--- src/rtl/pwm_gate_pkg.sv ---
// Shared types and constants for the PWM gate-drive sequencer.
package pwm_gate_pkg;

  localparam int unsigned DT_WIDTH_DEFAULT = 8;
  localparam int unsigned DT_MIN           = 1;

  typedef enum logic [1:0] {
    PH_OFF  = 2'b00,
    PH_DEAD = 2'b01,
    PH_HIGH = 2'b10,
    PH_LOW  = 2'b11
  } phase_state_e;

endpackage

--- src/rtl/pwm_phase_fsm.sv ---
// One half-bridge: dead-time sequencing FSM with complementary gate outputs.
module pwm_phase_fsm
  import pwm_gate_pkg::*;
#(
  parameter int unsigned DT_WIDTH = DT_WIDTH_DEFAULT
) (
  input  logic                clk,
  input  logic                rst_n,
  input  logic                kill_i,
  input  logic                pwm_i,
  input  logic [DT_WIDTH-1:0] dt_i,
  output logic                udrive_o,
  output logic                ldrive_o,
  output logic                conduct_next_c
);

  phase_state_e          state_q, state_d;
  logic                  target_q, target_d;
  logic [DT_WIDTH-1:0]   cnt_q, cnt_d;
  logic [DT_WIDTH-1:0]   dt_load_c;

  // A zero dead time still holds both gates off for one cycle.
  assign dt_load_c = (dt_i < DT_WIDTH'(DT_MIN)) ? DT_WIDTH'(DT_MIN) : dt_i;

  // Next-state logic; kill overrides every other transition.
  always_comb begin
    state_d  = state_q;
    target_d = target_q;
    cnt_d    = cnt_q;
    if (kill_i) begin
      state_d = PH_OFF;
    end else begin
      case (state_q)
        PH_OFF: begin
          state_d  = PH_DEAD;
          target_d = pwm_i;
          cnt_d    = dt_load_c;
        end
        PH_DEAD: begin
          // Target follows the command throughout; the counter keeps running.
          target_d = pwm_i;
          if (cnt_q <= DT_WIDTH'(1)) begin
            state_d = target_q ? PH_HIGH : PH_LOW;
          end else begin
            cnt_d = cnt_q - DT_WIDTH'(1);
          end
        end
        PH_HIGH: begin
          if (!pwm_i) begin
            state_d  = PH_DEAD;
            target_d = 1'b0;
            cnt_d    = dt_load_c;
          end
        end
        PH_LOW: begin
          if (pwm_i) begin
            state_d  = PH_DEAD;
            target_d = 1'b1;
            cnt_d    = dt_load_c;
          end
        end
        default: state_d = PH_OFF;
      endcase
    end
  end

  assign conduct_next_c = (state_d == PH_HIGH) || (state_d == PH_LOW);

  // State register with gate outputs registered from the next-state decode.
  always_ff @(posedge clk or negedge rst_n) begin
    if (!rst_n) begin
      state_q  <= PH_OFF;
      target_q <= 1'b0;
      cnt_q    <= '0;
      udrive_o <= 1'b0;
      ldrive_o <= 1'b0;
    end else begin
      state_q  <= state_d;
      target_q <= target_d;
      cnt_q    <= cnt_d;
      udrive_o <= (state_d == PH_HIGH);
      ldrive_o <= (state_d == PH_LOW);
    end
  end

endmodule

--- src/rtl/pwm_gate_sequencer.sv ---
// Three-phase gate-drive sequencer: fault sync/latch, kill gating, per-phase FSMs.
module pwm_gate_sequencer
  import pwm_gate_pkg::*;
#(
  parameter int unsigned PHASES   = 3,
  parameter int unsigned DT_WIDTH = DT_WIDTH_DEFAULT
) (
  input  logic                clk_clk,
  input  logic                reset_reset_n,
  input  logic                enable,
  input  logic                fault_n,
  input  logic                clear_fault,
  input  logic [DT_WIDTH-1:0] dt_cycles,
  input  logic [PHASES-1:0]   pwm_in,
  output logic [PHASES-1:0]   udrive,
  output logic [PHASES-1:0]   ldrive,
  output logic                fault_latched,
  output logic                all_off
);

  logic              fault_meta_q, fault_s_q;
  logic              fault_latched_q, fault_latched_d;
  logic              all_off_q;
  logic              kill_c;
  logic [PHASES-1:0] conduct_c;

  // Two-flop synchroniser for the asynchronous fault input; resets to no-fault.
  always_ff @(posedge clk_clk or negedge reset_reset_n) begin
    if (!reset_reset_n) begin
      fault_meta_q <= 1'b1;
      fault_s_q    <= 1'b1;
    end else begin
      fault_meta_q <= fault_n;
      fault_s_q    <= fault_meta_q;
    end
  end

  // Sticky fault: set wins over clear, clear only honoured once the fault is gone.
  always_comb begin
    fault_latched_d = fault_latched_q;
    if (!fault_s_q) begin
      fault_latched_d = 1'b1;
    end else if (clear_fault) begin
      fault_latched_d = 1'b0;
    end
  end

  assign kill_c = !enable || fault_latched_q || !fault_s_q;

  for (genvar g = 0; g < int'(PHASES); g++) begin : g_phase
    pwm_phase_fsm #(
      .DT_WIDTH (DT_WIDTH)
    ) u_phase (
      .clk            (clk_clk),
      .rst_n          (reset_reset_n),
      .kill_i         (kill_c),
      .pwm_i          (pwm_in[g]),
      .dt_i           (dt_cycles),
      .udrive_o       (udrive[g]),
      .ldrive_o       (ldrive[g]),
      .conduct_next_c (conduct_c[g])
    );
  end

  // Fault flag and all-off status registers.
  always_ff @(posedge clk_clk or negedge reset_reset_n) begin
    if (!reset_reset_n) begin
      fault_latched_q <= 1'b0;
      all_off_q       <= 1'b1;
    end else begin
      fault_latched_q <= fault_latched_d;
      all_off_q       <= ~|conduct_c;
    end
  end

  assign fault_latched = fault_latched_q;
  assign all_off       = all_off_q;

endmodule

--- config.mk ---
export PLATFORM = sky130hd
export DESIGN_NAME = pwm_gate_sequencer
export DESIGN_NICKNAME = d
export VERILOG_FILES = /design/src/rtl/pwm_gate_pkg.sv /design/src/rtl/pwm_phase_fsm.sv /design/src/rtl/pwm_gate_sequencer.sv
export SDC_FILE = /design/constraint.sdc
export NUM_CORES = 1
export LEC_CHECK = 0
export CORE_AREA = 4 4 73 75
export DETAILED_ROUTE_END_ITERATION = 6
export DIE_AREA = 0 0 77 79
export HOLD_SLACK_MARGIN = 0.02
export PLACE_DENSITY = 0.76
export SYNTH_ARGS = -nofsm -noshare
export SYNTH_HDL_FRONTEND = slang
export SYNTH_SLANG_ARGS = --single-unit
--- constraint.sdc ---
create_clock -name clk_clk -period 2.25 [get_ports clk_clk]
set_input_delay 0.675 -clock clk_clk [delete_from_list [all_inputs] [get_ports clk_clk]]
set_output_delay 0.675 -clock clk_clk [all_outputs]
set_load 0.03 [all_outputs]
==> results.cfg, run 1 <==
[detailed_routing]
wire_per_inst_um = 17.24
met2WireLength_um = 3065
dr.pass1.iters = 4
via_per_inst = 6.333
drt.antenna.violating_nets = 0
drc = 0
top_layer = met4
postRouteWirelength_um = 6206
wl_met1_um = 2550
vias = 2280
wl_met3_um = 452
drtIter0Drc = 126

[floorplan]
die_area_um2 = 6083
core_um2 = 4661
row_count = 25
io_pins = 24
dieWidth_um = 77
start_util = 0.5409
dieHeight_um = 79

[worst_hold_path]
hold_path.class = in2async

[power]
p_leak_nw = 1.266
max-vdd-ir-drop_uv = 330.0
p_per_area_nw_per_um2 = 716.1
power_mw = 2.174

[logic_synthesis]
synth_seq_cells = 43
synth-seq-area-share = 0.4283
synth-edff-count = 0
yosys_most_used_dff = dfrtp_1
synthCells = 269
syn-cell-area_um2 = 2521
synth-warning-count = 0
avgSynthCellArea_um2 = 9.372
async_flop_share = 1.000
syn_nets = 291
synth.distinct_cells = 55

[worst_setup_path]
cp-end-kind = primary output
ff2ff_path_depth = 4
start_kind = flip-flop
cpLargestDelayFamily = buffers and inverters
rrSetupSlack_ns = 0.15
worst-path-buf-inv = 1
cp_data_required_time_ns = 1.57
critical_path_depth = 1
critPathSlowestCell = clkdlybuf4s50_1
crit_chain = clkdlybuf4s50_1
crit_path_max_incr_delay_ns = 0.66
path_class = reg2out
cp.arrival_ns = 1.48
path_max_fanout = 1

[cells_and_area]
syn2layout_area_growth_pct = 20.45
register_area_um2 = 1080
fin_nets = 327
multi_input_area_um2 = 1282
fillers = 355
drive_gt1_frac = 0.1471
final_common_cell = dfrtp_1
layout_common_cells = dfrtp_1, buf_4, clkdlybuf4s50_1, a21oi_1, nand2_1
diodes = 0

[timing]
grt_setup_unrepaired = false
finalSetupViolations = 0
hold-worst-slack_ns = 0.2608
finalCritPeriodShare = 0.9574
period_needed_ns = 2.154
finClkSkew_ns = 0.007687
slew_viol_final = 0
max_freq_ghz = 0.4642
hold_violations = 0
tightestPinTransition_ns = 0.7287
slew_headroom = 0.5132
tns_ns = 0

[global_routing]
antenna_found_initial = 0
grt_usage = 0.2199
grt_max_degree = 22
grt_pass1_wl_um = 10660
grt_pass1_vias = 2200
grt-ovfl-total = 0

[cts]
cts_inserted_buffers = 5
clock-root-buffer = clkbuf_8
cts_num_sinks = 43
postCtsSetupRepairBufs = 0
cts_tree = yes
cts_resized = 0
htreeDepth = 2
cts.clk_slew.worst_paths_ns = 0.09
cts_buffer_depth = 2
hold_buffers = 0
clock_latency_ns = 0.30

[placement]
post-dp-hpwl_um = 4505
gp_congestion = 0.8583
portBuffers = 23

[job]
maxCapViolCount = 0

[status]
run_status = finished clean
[through the flow]
step	area, um^2	util	std cells	setup WS (ns)
6_report	3037	0.6515	360	0.09575
5_1_grt	3037	0.6515	360	0.04905
4_1_cts	3037	0.6515	360	0.08529
3_5_place_dp	2904	0.6231	352	0.002648
3_3_place_gp	2904	0.6231	352	0.04428
2_1_floorplan	2521	-	269	0.3804
[report_power, final]
group | switching (mW) | internal (mW)
logic | 0.227 | 0.215
clock network | 0.278 | 0.444
registers | 0.127 | 0.883
[cells in the mapped netlist, drive strengths merged (7+ instances only)]
library cell / n / area [um^2]
inv: 13 / 48.80
nor3: 7 / 35.03
o2bb2ai: 11 / 96.34
o22ai: 12 / 75.07
nand2: 17 / 63.81
buf: 9 / 72.56
o211ai: 7 / 52.55
nor2: 14 / 52.55
a31oi: 13 / 81.33
clkbuf: 10 / 37.54
a21oi: 20 / 100.1
dfrtp: 40 / 1001
[routing by layer]
metal	global-route usage	vias up
li1	-	1089
met1	0.2830	1093
met2	0.3720	85
met3	0.03741	13
met4	0.08363	0
met5	0	-
[logic make-up (layout without fill, tap and decap cells)]
group | Yosys count | count (layout) | synth area share
AOI/OAI and AO/OA | 97 | 97 | 0.2670
and+or+nand+nor | 84 | 84 | 0.1856
DFF | 43 | 43 | 0.4283
buffers and inverters | 32 | 69 | 0.06303
adders and majority gates | 6 | 6 | 0.02978
muxes | 4 | 4 | 0.01588
xor gates and xnor gates | 3 | 3 | 0.01042
[cell type report]
type	instances	area share
Clock buffer	6	0.02390
Clock inverter	2	0.01978
Inverter	13	0.01607
Multi-Input combinational cell	194	0.4223
Sequential cell	43	0.3556
Tap cell	54	0.02225
Timing Repair Buffer	48	0.1401
[state kept, by name, summed over array words and instances, names as in the netlist]
name	cells
g_phase.u_phase.state_q	6
all_off	1
g_phase.u_phase.ldrive_o	3
fault_s_q	1
g_phase.u_phase.cnt_q	24
fault_latched	1
fault_meta_q	1
g_phase.u_phase.target_q	3
g_phase.u_phase.udrive_o	3
[path summary, 6_finish.rpt]
| check | from | to |
|---|---|---|
| worst max register to register | g_phase[0].u_phase.cnt_q[3] | g_phase[0].u_phase.cnt_q[1] |
| min in group clk_clk | fault_meta_q | fault_s_q |
| max in group asynchronous | reset_reset_n | all_off |
| worst min-delay path | reset_reset_n | g_phase[1].u_phase.udrive_o |
| worst max-delay path | all_off | all_off |
| worst min register to register | fault_meta_q | fault_s_q |
Note: power is estimated with default switching activity, not from simulation.
==> run 2, diff against run 1 <==
- ABC_AREA: unset -> 1
- CORE_AREA: 4 4 73 75 -> 4 4 76 78
- DIE_AREA: 0 0 77 79 -> 0 0 80 82
- PLACE_DENSITY: 0.76 -> 0.74
==> run 2 against run 1 <==
Against the previous run:
- hold slack improved by 0.076 ns
- routed wire length is 3.1% lower
- synthesized cell count rose by 41%
- highest routed layer unchanged
==> results.cfg, run 2 <==
[timing]
grt_setup_unrepaired = false
finClkSkew_ns = 0.01029
tightestPinTransition_ns = 0.5184
hold_violations = 0
finalCritPeriodShare = 0.9615
setup_slack_ns = 0.08663
slew_viol_final = 0
max_freq_ghz = 0.4622
period_needed_ns = 2.163
finalSetupViolations = 0
slew_headroom = 0.6544
tns_ns = 0
hold-worst-slack_ns = 0.3373

[worst_setup_path]
crit_chain = clkdlybuf4s50_1
path_max_fanout = 1
cpLargestDelayFamily = buffers and inverters
crit_path_max_incr_delay_ns = 0.66
start_kind = flip-flop
cp.arrival_ns = 1.49
path_class = reg2out
cp_data_required_time_ns = 1.57
critPathSlowestCell = clkdlybuf4s50_1
worst-path-buf-inv = 1
cp-end-kind = primary output

[cells_and_area]
fin_nets = 428
final_common_cell = nand2_1
syn2layout_area_growth_pct = 15.26
regMostFlops = g_phase.u_phase.cnt_q
fin_cells = 477
reg_top3 = g_phase.u_phase.cnt_q (24), g_phase.u_phase.state_q (6)
layout_common_cells = nand2_1, inv_1, dfrtp_1, nor2_1, nand3_1
largest_reg_flops = 24
diodes = 0
drive_gt1_frac = 0.1474
fillers = 470

[power]
max-vdd-ir-drop_uv = 420.9
p_sw_mw = 0.7787
power_mw = 2.217
p_leak_nw = 1.625
p_per_area_nw_per_um2 = 708.8
sw_frac_of_total = 0.3512
combPwrFrac = 0.276
clkPwrFrac = 0.279
p_int_mw = 1.438
seqPwrFrac = 0.446

[detailed_routing]
wire_per_inst_um = 12.60
via_per_inst = 5.122
drc = 0
drtIter0Drc = 174
vias = 2443
dr.pass1.iters = 4
postRouteWirelength_um = 6011
drt.antenna.violating_nets = 0

[cts]
postCtsSetupRepairBufs = 0
htreeDepth = 2
cts_buffer_depth = 2
clock-root-buffer = clkbuf_8
cts.clk_slew.worst_paths_ns = 0.09
cts_inserted_buffers = 5
cts_resized = 0
clock_latency_ns = 0.30
cts_num_sinks = 43
cts_tree = yes
hold_buffers = 0

[placement]
portBuffers = 23
dp_slack_ns = 0.1672
post-dp-hpwl_um = 4549
gp_congestion = 0.9196
dp.cells = 469

[logic_synthesis]
synth_seq_cells = 43
async_flop_share = 1.000
synthCells = 379
yosys.area.top_type = dfrtp_1
yosys_most_used_dff = dfrtp_1
synth-warning-count = 0
synth-edff-count = 0
synthTopCellsByArea = dfrtp_1, nand2_1, inv_1
synth_common_cells = nand2_1, inv_1, dfrtp_1
synth.most_common_cell = nand2_1
syn_nets = 401
synth-seq-area-share = 0.3979
syn-cell-area_um2 = 2714
yosysTopAreaCellShare = 0.3688
synth.distinct_cells = 26
avgSynthCellArea_um2 = 7.161

[global_routing]
grt-ovfl-total = 0
grt_max_degree = 25
antenna_found_initial = 0
grt_usage = 0.2027
grt_pass1_vias = 2232
grt_pass1_wl_um = 10320

[floorplan]
start_util = 0.5348
dieWidth_um = 80
dieHeight_um = 82
core_um2 = 5075
row_count = 26
die_area_um2 = 6560
io_pins = 24

[status]
run_status = finished clean

[worst_hold_path]
hold_path.class = in2async

[job]
maxCapViolCount = 0
## run 2: changes by cell type after synthesis, moves of 11 or more
cell       before  now
a31oi_1        13    0
nand3_1         6   35
o21ai_0         5   18
a21oi_1        20    1
nand2_2         0   15
nand2_1        17  122
nor2_1         14   36
o22ai_1        12    0
o2bb2ai_1      11    0
inv_1          13   52
## run 2: path summary, 6_finish.rpt
path | cells after the start | slack [ns] | end | startpoint
max | 1 | 0.09 | all_off | all_off
min | 1 | 0.34 | g_phase[2].u_phase.cnt_q[4] | reset_reset_n
max reg2reg | 9 | 0.49 | g_phase[1].u_phase.cnt_q[7] | g_phase[1].u_phase.cnt_q[0]
min reg2reg | 0 | 0.36 | fault_s_q | fault_meta_q
max in group asynchronous | 2 | 1.33 | fault_meta_q | reset_reset_n
min in group clk_clk | 0 | 0.36 | fault_s_q | fault_meta_q
## run 2: power groups by stage
| stage | Sequential (mW) | Combinational, mW | Clock [mW] |
|---|---|---|---|
| 3_5_place_dp | 0.999 | 0.607 | 0 |
| 2_1_floorplan | 0.977 | 0.451 | 0 |
| 5_1_grt | 1.00 | 0.700 | 0.664 |
| 6_report | 0.988 | 0.611 | 0.618 |
| 4_1_cts | 0.985 | 0.610 | 0.632 |
| 3_3_place_gp | 0.996 | 0.584 | 0 |
## run 2: cell families (layout without fill, tap and decap cells)
kind of cell             Yosys count  in the layout  share of synthesized area
AND/OR/NAND/NOR                  232            232                     0.3970
AO/OA/AOI/OAI                     34             34                    0.07377
adder cells (fa/ha/maj)            6              6                    0.02766
flip-flops                        43             43                     0.3979
buffers and inverters             63             91                     0.1005
XOR/XNOR                           1              1                   0.003228
## run 2: metal layers
layer / part of all wire / GRT usage / routed length [um]
met2: 0.51 / 0.3618 / 3063
met4: 0.013 / 0.05405 / 80
met1: 0.42 / 0.2498 / 2522
met5: 0 / 0 / 0
met3: 0.057 / 0.04057 / 344
## run 2: area by class of cell
cell class | instances | area (um^2) | share of cell area
Multi-Input combinational cell | 273 | 1361 | 0.4352
Sequential cell | 43 | 1080 | 0.3452
Timing Repair Buffer | 27 | 267.8 | 0.08560
Inverter | 56 | 216.5 | 0.06920
Tap cell | 70 | 87.58 | 0.02800
Clock buffer | 5 | 68.82 | 0.02200
Clock inverter | 3 | 46.29 | 0.01480
## run 2: per-stage QoR
step | utilization | cell area [um^2]
6_report | 0.6164 | 3128
3_3_place_gp | 0.5937 | 3013
2_1_floorplan | - | 2714
5_1_grt | 0.6164 | 3128
4_1_cts | 0.6164 | 3128
3_5_place_dp | 0.5937 | 3013
